File: src/rtl/tx_frame_scheduler_pkg.sv
// Shared definitions for tx_frame_scheduler: default sizes, FSM encoding, tx word width.
// Optional: define TX_PARITY_EN to append an even-parity LSB to every tx word.
`ifndef TX_FRAME_SCHEDULER_PKG_SV
`define TX_FRAME_SCHEDULER_PKG_SV

package tx_frame_scheduler_pkg;
  localparam int NCH_DEF = 4;
  localparam int DW_DEF  = 12;
  localparam int IDW_DEF = 2;
  localparam logic [DW_DEF-1:0] IDLE_WORD_DEF = '1;

  typedef enum logic {
    ST_WAIT  = 1'b0,
    ST_ARMED = 1'b1
  } state_t;

`ifdef TX_PARITY_EN
  localparam int PAR_W = 1;
`else
  localparam int PAR_W = 0;
`endif
endpackage

`define TFS_TXW(idw, dw) ((idw) + (dw) + tx_frame_scheduler_pkg::PAR_W)

`endif

File: src/rtl/tx_frame_scheduler_if.sv
// Bus between the ADC capture blocks, the scheduler and the serial transmitter.
// tx_data width grows by one bit when TX_PARITY_EN is defined.
interface tx_frame_scheduler_if #(
  parameter int NCH = tx_frame_scheduler_pkg::NCH_DEF,
  parameter int DW  = tx_frame_scheduler_pkg::DW_DEF,
  parameter int IDW = tx_frame_scheduler_pkg::IDW_DEF
);
  localparam int TXW = `TFS_TXW(IDW, DW);

  logic              st;
  logic [NCH-1:0]    req;
  logic [NCH*DW-1:0] din;
  logic [NCH-1:0]    ack;
  logic [TXW-1:0]    tx_data;
  logic              tx_load;
  logic              tx_idle;
  logic [15:0]       frame_cnt;

  modport master (
    input  st, req, din,
    output ack, tx_data, tx_load, tx_idle, frame_cnt
  );

  modport slave (
    output st, req, din,
    input  ack, tx_data, tx_load, tx_idle, frame_cnt
  );
endinterface

File: src/rtl/tx_frame_scheduler_rr_arbiter.sv
// Combinational round-robin pick: first set req at or above ptr, wrapping NCH-1 -> 0.
module rr_arbiter
  import tx_frame_scheduler_pkg::*;
#(
  parameter int NCH = NCH_DEF,
  parameter int IDW = IDW_DEF
) (
  input  logic [NCH-1:0] req,
  input  logic [IDW-1:0] ptr,
  output logic [IDW-1:0] grant,
  output logic           valid
);
  logic [IDW-1:0] cand [NCH];

  // cand[k] is the channel k places after the pointer
  for (genvar gi = 0; gi < NCH; gi++) begin : g_cand
    logic [IDW:0] sum;
    assign sum = {1'b0, ptr} + (IDW+1)'(gi);
    assign cand[gi] = (sum >= (IDW+1)'(NCH)) ? IDW'(sum - (IDW+1)'(NCH)) : sum[IDW-1:0];
  end

  always_comb begin
    grant = '0;
    valid = 1'b0;
    for (int i = NCH - 1; i >= 0; i--) begin
      if (req[cand[i]]) begin
        grant = cand[i];
        valid = 1'b1;
      end
    end
  end
endmodule

File: src/rtl/tx_frame_scheduler.sv
// Round-robin scheduler sharing one serial tx frame slot between NCH ADC channels.
// Optional: TX_PARITY_EN appends an even-parity LSB to tx_data.
module tx_frame_scheduler
  import tx_frame_scheduler_pkg::*;
#(
  parameter int NCH = NCH_DEF,
  parameter int DW  = DW_DEF,
  parameter int IDW = IDW_DEF,
  parameter logic [DW-1:0] IDLE_WORD = '1
) (
  input logic clk,
  input logic rst,
  tx_frame_scheduler_if.master bus
);
  localparam int TXW = `TFS_TXW(IDW, DW);

  function automatic logic [TXW-1:0] make_word(input logic [IDW-1:0] id, input logic [DW-1:0] sample);
`ifdef TX_PARITY_EN
    return {id, sample, ^{id, sample}};
`else
    return {id, sample};
`endif
  endfunction

  localparam logic [TXW-1:0] IDLE_FRAME = make_word({IDW{1'b1}}, IDLE_WORD);

  state_t         state_reg;
  logic [IDW-1:0] ptr_reg;
  logic [IDW-1:0] grant_reg;
  logic [DW-1:0]  sample_reg;
  logic [NCH-1:0] ack_reg;
  logic           load_reg;
  logic           idle_reg;
  logic [TXW-1:0] data_reg;
  logic [15:0]    frame_cnt_reg;
  logic [15:0]    frame_cnt_next;
  logic           load_now;

  logic [IDW-1:0] arb_grant;
  logic           arb_valid;
  logic [DW-1:0]  sample_ch [NCH];

  for (genvar gi = 0; gi < NCH; gi++) begin : g_slice
    assign sample_ch[gi] = bus.din[gi*DW +: DW];
  end

  rr_arbiter #(
    .NCH (NCH),
    .IDW (IDW)
  ) u_arb (
    .req   (bus.req),
    .ptr   (ptr_reg),
    .grant (arb_grant),
    .valid (arb_valid)
  );

  assign load_now       = (state_reg == ST_ARMED) && bus.st && bus.req[grant_reg];
  assign frame_cnt_next = frame_cnt_reg + {15'd0, load_now};

  always_ff @(posedge clk) begin
    if (rst) begin
      state_reg  <= ST_WAIT;
      ptr_reg    <= '0;
      grant_reg  <= '0;
      sample_reg <= '0;
      ack_reg    <= '0;
      load_reg   <= 1'b0;
      idle_reg   <= 1'b0;
      data_reg   <= IDLE_FRAME;
    end else begin
      ack_reg  <= '0;
      load_reg <= 1'b0;
      idle_reg <= 1'b0;
      case (state_reg)
        ST_WAIT: begin
          // A frame start in WAIT is always idle; arbitration takes its own cycle
          if (bus.st) begin
            idle_reg <= 1'b1;
            data_reg <= IDLE_FRAME;
          end else if (arb_valid) begin
            grant_reg  <= arb_grant;
            sample_reg <= sample_ch[arb_grant];
            state_reg  <= ST_ARMED;
          end
        end
        ST_ARMED: begin
          if (!bus.req[grant_reg]) begin
            state_reg <= ST_WAIT;
            if (bus.st) begin
              idle_reg <= 1'b1;
              data_reg <= IDLE_FRAME;
            end
          end else if (bus.st) begin
            load_reg  <= 1'b1;
            ack_reg   <= NCH'(1) << grant_reg;
            data_reg  <= make_word(grant_reg, sample_reg);
            ptr_reg   <= (grant_reg == IDW'(NCH - 1)) ? '0 : grant_reg + 1'b1;
            state_reg <= ST_WAIT;
          end
        end
        default: state_reg <= ST_WAIT;
      endcase
    end
  end

  always_ff @(posedge clk) begin
    if (rst) frame_cnt_reg <= '0;
    else     frame_cnt_reg <= frame_cnt_next;
  end

  assign bus.ack       = ack_reg;
  assign bus.tx_load   = load_reg;
  assign bus.tx_idle   = idle_reg;
  assign bus.tx_data   = data_reg;
  assign bus.frame_cnt = frame_cnt_reg;
endmodule

File: src/flat_wrapper.sv
// flat-port wrapper written by rule: the top's interface ports become plain ports
module tx_frame_scheduler_flat import tx_frame_scheduler_pkg::*;
#(
  parameter int NCH = NCH_DEF,
  parameter int DW  = DW_DEF,
  parameter int IDW = IDW_DEF,
  parameter logic [DW-1:0] IDLE_WORD = '1
)
  (clk, rst, bus_st, bus_req, bus_din, bus_ack, bus_tx_data, bus_tx_load, bus_tx_idle, bus_frame_cnt);
  tx_frame_scheduler_if #(.NCH(NCH), .DW(DW), .IDW(IDW)) bus_i ();
  input logic clk;
  input logic rst;
  input wire logic [$bits(bus_i.st)-1:0] bus_st;
  input wire logic [$bits(bus_i.req)-1:0] bus_req;
  input wire logic [$bits(bus_i.din)-1:0] bus_din;
  output wire logic [$bits(bus_i.ack)-1:0] bus_ack;
  output wire logic [$bits(bus_i.tx_data)-1:0] bus_tx_data;
  output wire logic [$bits(bus_i.tx_load)-1:0] bus_tx_load;
  output wire logic [$bits(bus_i.tx_idle)-1:0] bus_tx_idle;
  output wire logic [$bits(bus_i.frame_cnt)-1:0] bus_frame_cnt;
  assign bus_i.st = bus_st;
  assign bus_i.req = bus_req;
  assign bus_i.din = bus_din;
  assign bus_ack = bus_i.ack;
  assign bus_tx_data = bus_i.tx_data;
  assign bus_tx_load = bus_i.tx_load;
  assign bus_tx_idle = bus_i.tx_idle;
  assign bus_frame_cnt = bus_i.frame_cnt;
  tx_frame_scheduler #(.NCH(NCH), .DW(DW), .IDW(IDW), .IDLE_WORD(IDLE_WORD)) u_core (.clk(clk), .rst(rst), .bus(bus_i));
endmodule
File: config.mk
export PLATFORM = sky130hd
export DESIGN_NAME = tx_frame_scheduler_flat
export DESIGN_NICKNAME = d
export VERILOG_FILES = /design/src/rtl/tx_frame_scheduler_pkg.sv /design/src/rtl/tx_frame_scheduler_if.sv /design/src/rtl/tx_frame_scheduler_rr_arbiter.sv /design/src/rtl/tx_frame_scheduler.sv /design/src/flat_wrapper.sv
export SDC_FILE = /design/constraint.sdc
export NUM_CORES = 1
export LEC_CHECK = 0
export CORE_ASPECT_RATIO = 1.2
export CORE_MARGIN = 4
export CORE_UTILIZATION = 40
export DETAILED_ROUTE_END_ITERATION = 6
export GPL_ROUTABILITY_DRIVEN = 0
export PLACE_DENSITY_LB_ADDON = 0.2
export SLEW_MARGIN = 40
export SYNTH_ARGS = -nofsm -noshare
export SYNTH_HDL_FRONTEND = slang
export SYNTH_SLANG_ARGS = --single-unit
File: constraint.sdc
create_clock -name clk -period 2.36 [get_ports clk]
set_input_delay 0.354 -clock clk [delete_from_list [all_inputs] [get_ports clk]]
set_output_delay 0.354 -clock clk [all_outputs]
set_load 0.02 [all_outputs]
==> tab_implementation.tex <==
\begin{tabular}{lr}
\hline
Metric & Value \\
\hline
\multicolumn{2}{l}{\textbf{Synth}} \\
Seq cells post-synth & 53 \\
Sequential cell area fraction in the yosys report & 45.7\% \\
Number of flops mapped to enable cells by yosys & 0 \\
Syn Std Cell Area & 0.00232 mm2 \\
Library cell with the largest summed area after synthesis & dfxtp\_1 \\
Largest cells by area after synthesis & dfxtp\_1, mux2i\_1, o22a\_1, o221ai\_1, nand2\_1 \\
Share of Yosys cell area claimed by the top area cell type & 45.7\% \\
Post-synthesis net count & 290 \\
Gate Count Post-Synth & 232 \\
Primary FF master, synth & dfxtp\_1 \\
Total of warnings raised by yosys & 0 \\
Count of cell types in the netlist & 37 \\
Async set-or-reset flop fraction in the synthesized netlist & 0\% \\
Post-synthesis area per instance & 10.0 um2 \\
\multicolumn{2}{l}{\textbf{Clocking}} \\
Htree depth & 2 \\
Total clock buffers created by CTS & 5 \\
CTS tree & yes \\
Insertion delay to the later sink of the worst-skew pair & 0.31 ns \\
Sink count of the clock tree & 53 \\
Root buffer cell & clkbuf\_8 \\
Maximum clock path buffer count & 2 \\
Post-CTS Hold Buffers & 0 \\
Reg clk slew, reported paths & 0.09 ns \\
\multicolumn{2}{l}{\textbf{STA}} \\
Time the worst path needs with I/O delays and setup & 2.16 ns \\
Max Clk Rate & 464 MHz \\
Clock Skew & 0.0104 ns \\
Final critical-path share of the clock period & 91.4\% \\
Worst hold slack after final layout & 0.467 ns \\
Max transition margin & 69.0\% \\
Count of pins over their slew limit & 0 \\
Pin slew with the least headroom to its limit & 0.463 ns \\
Hold Violations, Final & 0 \\
Setup-failing EPs final & 0 \\
Unrepaired setup endpoints after global routing & false \\
\multicolumn{2}{l}{\textbf{Critical path}} \\
Buffers plus inverters on the worst setup path & 3 \\
Reg2reg setup slack & 0.23 ns \\
Startpoint type of the worst setup path & primary input \\
Maximum single-stage delay on the critical path & 0.49 ns \\
Worst Path Max Fanout & 4 \\
Critical path endpoint category & register \\
Critical Path, Cell by Cell & clkdlybuf4s50\_1 -> mux2i\_1 -> o22ai\_2 -> nand2\_2 -> inv\_1 -> ha\_1 -> ha\_1 -> and2\_1 -> nand4\_1 -> buf\_4 -> nor2\_1 -> xnor2\_1 -> nor2\_1 \\
Worst flop-to-flop path endpoint & u\_core.bus.frame\_cnt[10] \\
Required time at the endpoint of the critical path & 2.57 ns \\
Logic depth of the worst path, buffers included & 13 \\
Critical register-to-register path startpoint & u\_core.grant\_reg[1] \\
Worst-case reg-to-reg path depth & 12 \\
Crit Path Class & in -> reg \\
Critical Path Slowest Stage Cell & clkdlybuf4s50\_1 \\
Signal arrival time at the worst endpoint & 2.37 ns \\
Crit path max-delay family & buffers and inverters \\
\multicolumn{2}{l}{\textbf{Route}} \\
Routed wire length & 5790 um \\
Drt drc & 0 \\
1st-iter DRT viols & 89 \\
Via density per instance & 5.16 \\
Vias after detailed routing & 2,065 \\
Avg WL per Cell & 14.5 um \\
Number of nets with antenna violations after detailed routing & 0 \\
DR pass1 iterations & 4 \\
\multicolumn{2}{l}{\textbf{Floorplan}} \\
Die X & 77.6 um \\
Count of boundary I/O pins & 91 \\
Core Region & 0.00563 mm2 \\
Die Area & 0.00710 mm2 \\
Initial standard-cell utilization of the core & 41.3\% \\
Floorplan die height & 91.5 um \\
Floorplan row count & 30 \\
\multicolumn{2}{l}{\textbf{Placement}} \\
DP Wirelength & 4370 um \\
Placed cell area & 0.00337 mm2 \\
Placed cell count & 390 \\
Total of buffers placed on input and output ports & 90 \\
\multicolumn{2}{l}{\textbf{Flow run}} \\
Max-cap violations & 0 \\
\multicolumn{2}{l}{\textbf{Global routing}} \\
Overflow left after global routing & 0 \\
Maximum number of pins on one net before global-route repair & 25 \\
Vias in the first global route & 1,983 \\
Gr busiest metal & met2 \\
GR Layer Usage met3 & 4.76\% \\
GR Util met2 & 28.5\% \\
First-pass GRT wire length & 9400 um \\
Initial antenna violation count & 0 \\
Overall Global Routing Usage & 16.6\% \\
Met1 capacity usage during global routing & 18.8\% \\
\multicolumn{2}{l}{\textbf{Power}} \\
Largest voltage drop on the vdd net & 320 uV \\
Power per cell area & 534 mW/mm2 \\
Leakage Power & 1.31 nW \\
\multicolumn{2}{l}{\textbf{Layout}} \\
Max reg flops & 16 \\
Area added between synthesis and finish & 50.7\% \\
Commonest cells after routing, fill and taps aside & clkdlybuf4s50\_1, dfxtp\_1, mux2i\_1, nand2\_1, buf\_4 \\
Fin nets & 393 \\
Non-filler instance count after layout & 400 \\
Final non-filler cell area & 0.00350 mm2 \\
Ratio of cells with drive above 1 in the final layout & 11.3\% \\
Most common cell after layout, fill and taps aside & clkdlybuf4s50\_1 \\
Antenna diode count & 0 \\
\multicolumn{2}{l}{\textbf{Status}} \\
Status & finished, final reports clean \\
\multicolumn{2}{l}{\textbf{Worst hold path}} \\
Class of the worst hold path & reg -> reg \\
Worst Hold Launch & u\_core.sample\_reg[7] \\
Endpoint of the worst hold-timing path & u\_core.bus.tx\_data[7] \\
Worst Hold Depth & 1 \\
\hline
\end{tabular}
-- per-stage QoR --
step / utilization [%] / total power, mW / setup WS (ns) / setup TNS, ns
4_1_cts: 61.9 / 1.89 / 0.0952 / 0
5_1_grt: 62.2 / 1.95 / 0.0265 / 0
3_5_place_dp: 59.8 / 1.26 / -0.221 / -1.26
6_report: 62.2 / 1.87 / 0.203 / 0
3_3_place_gp: 59.8 / 1.26 / -0.125 / -0.519
2_1_floorplan: - / 1.10 / 0.233 / 0
-- cell usage after synthesis, types with 5 or more instances --
library cell / count
mux2i_1: 29
o22a_1: 13
or3_1: 5
nand2_1: 19
a21oi_1: 10
xor2_1: 5
nor2_1: 18
o221ai_1: 12
xnor2_1: 5
inv_1: 8
clkbuf_1: 6
dfxtp_1: 53
-- worst reg2reg max path, cell delays in order, from the launching register on --
cell and delay (ns):
dfxtp_1 0.40, nand2b_1 0.20, o22ai_2 0.22, nand2_2 0.08, inv_1 0.05, ha_1 0.15
ha_1 0.16, and2_1 0.15, nand4_1 0.16, buf_4 0.18, nor2_1 0.11, xnor2_1 0.13
nor2_1 0.05
-- report_power, final --
part | total (mW) | switching (mW) | internal (mW)
registers | 0.947 | 0.0198 | 0.927
logic | 0.290 | 0.116 | 0.174
clock network | 0.631 | 0.285 | 0.346
-- layer usage --
layer / vias up / share of wire, %
met5: - / 0
met4: 0 / 2.6
met3: 15 / 5.4
met2: 65 / 52
met1: 952 / 40
li1: 1033 / -
-- logic make-up (layout without fill, tap and decap cells) --
| kind of cell | Yosys count | count (layout) | share of synthesized area, % |
|---|---|---|---|
| AO/OA/AOI/OAI | 45 | 45 | 16.0 |
| XOR/XNOR | 10 | 10 | 3.77 |
| adder cells (fa/ha/maj) | 3 | 3 | 1.62 |
| buffers and inverters | 22 | 126 | 4.90 |
| flip-flops | 53 | 53 | 45.7 |
| multiplexers | 29 | 29 | 12.5 |
| AND/OR/NAND/NOR | 70 | 70 | 15.5 |
-- layout make-up --
| cell class | count | area, um2 |
|---|---|---|
| fill | 496 | 2130 |
| multi-input combinational | 157 | 1150 |
| timing repair buffer | 110 | 1070 |
| sequential | 53 | 1060 |
| clock buffer | 7 | 86.3 |
| tap | 64 | 80.1 |
| clock inverter | 1 | 30.0 |
| inverter | 8 | 30.0 |
-- repair_timing --
action | 4_1_cts | 5_1_grt
setup buffers | 0 | 2
gates resized for setup | 0 | 1
endpoints found under the hold margin | 0 | 0
setup endpoints to repair | 0 | 5
-- how the worst max path moves through the flow --
stage	from	endpoint	slack (ns)
5_1_grt	u_core.grant_reg[1]	u_core.bus.frame_cnt[10]	0.03
3_3_place_gp	bus_req[3]	u_core.bus.frame_cnt[15]	-0.12
3_5_place_dp	bus_req[3]	u_core.bus.frame_cnt[11]	-0.22
2_1_floorplan	u_core.grant_reg[0]	u_core.bus.frame_cnt[14]	0.23
4_1_cts	bus_req[3]	u_core.bus.frame_cnt[14]	0.1
6_report	bus_req[1]	u_core.bus.frame_cnt[10]	0.20
No activity file was read; power rests on OpenSTA's default activity.
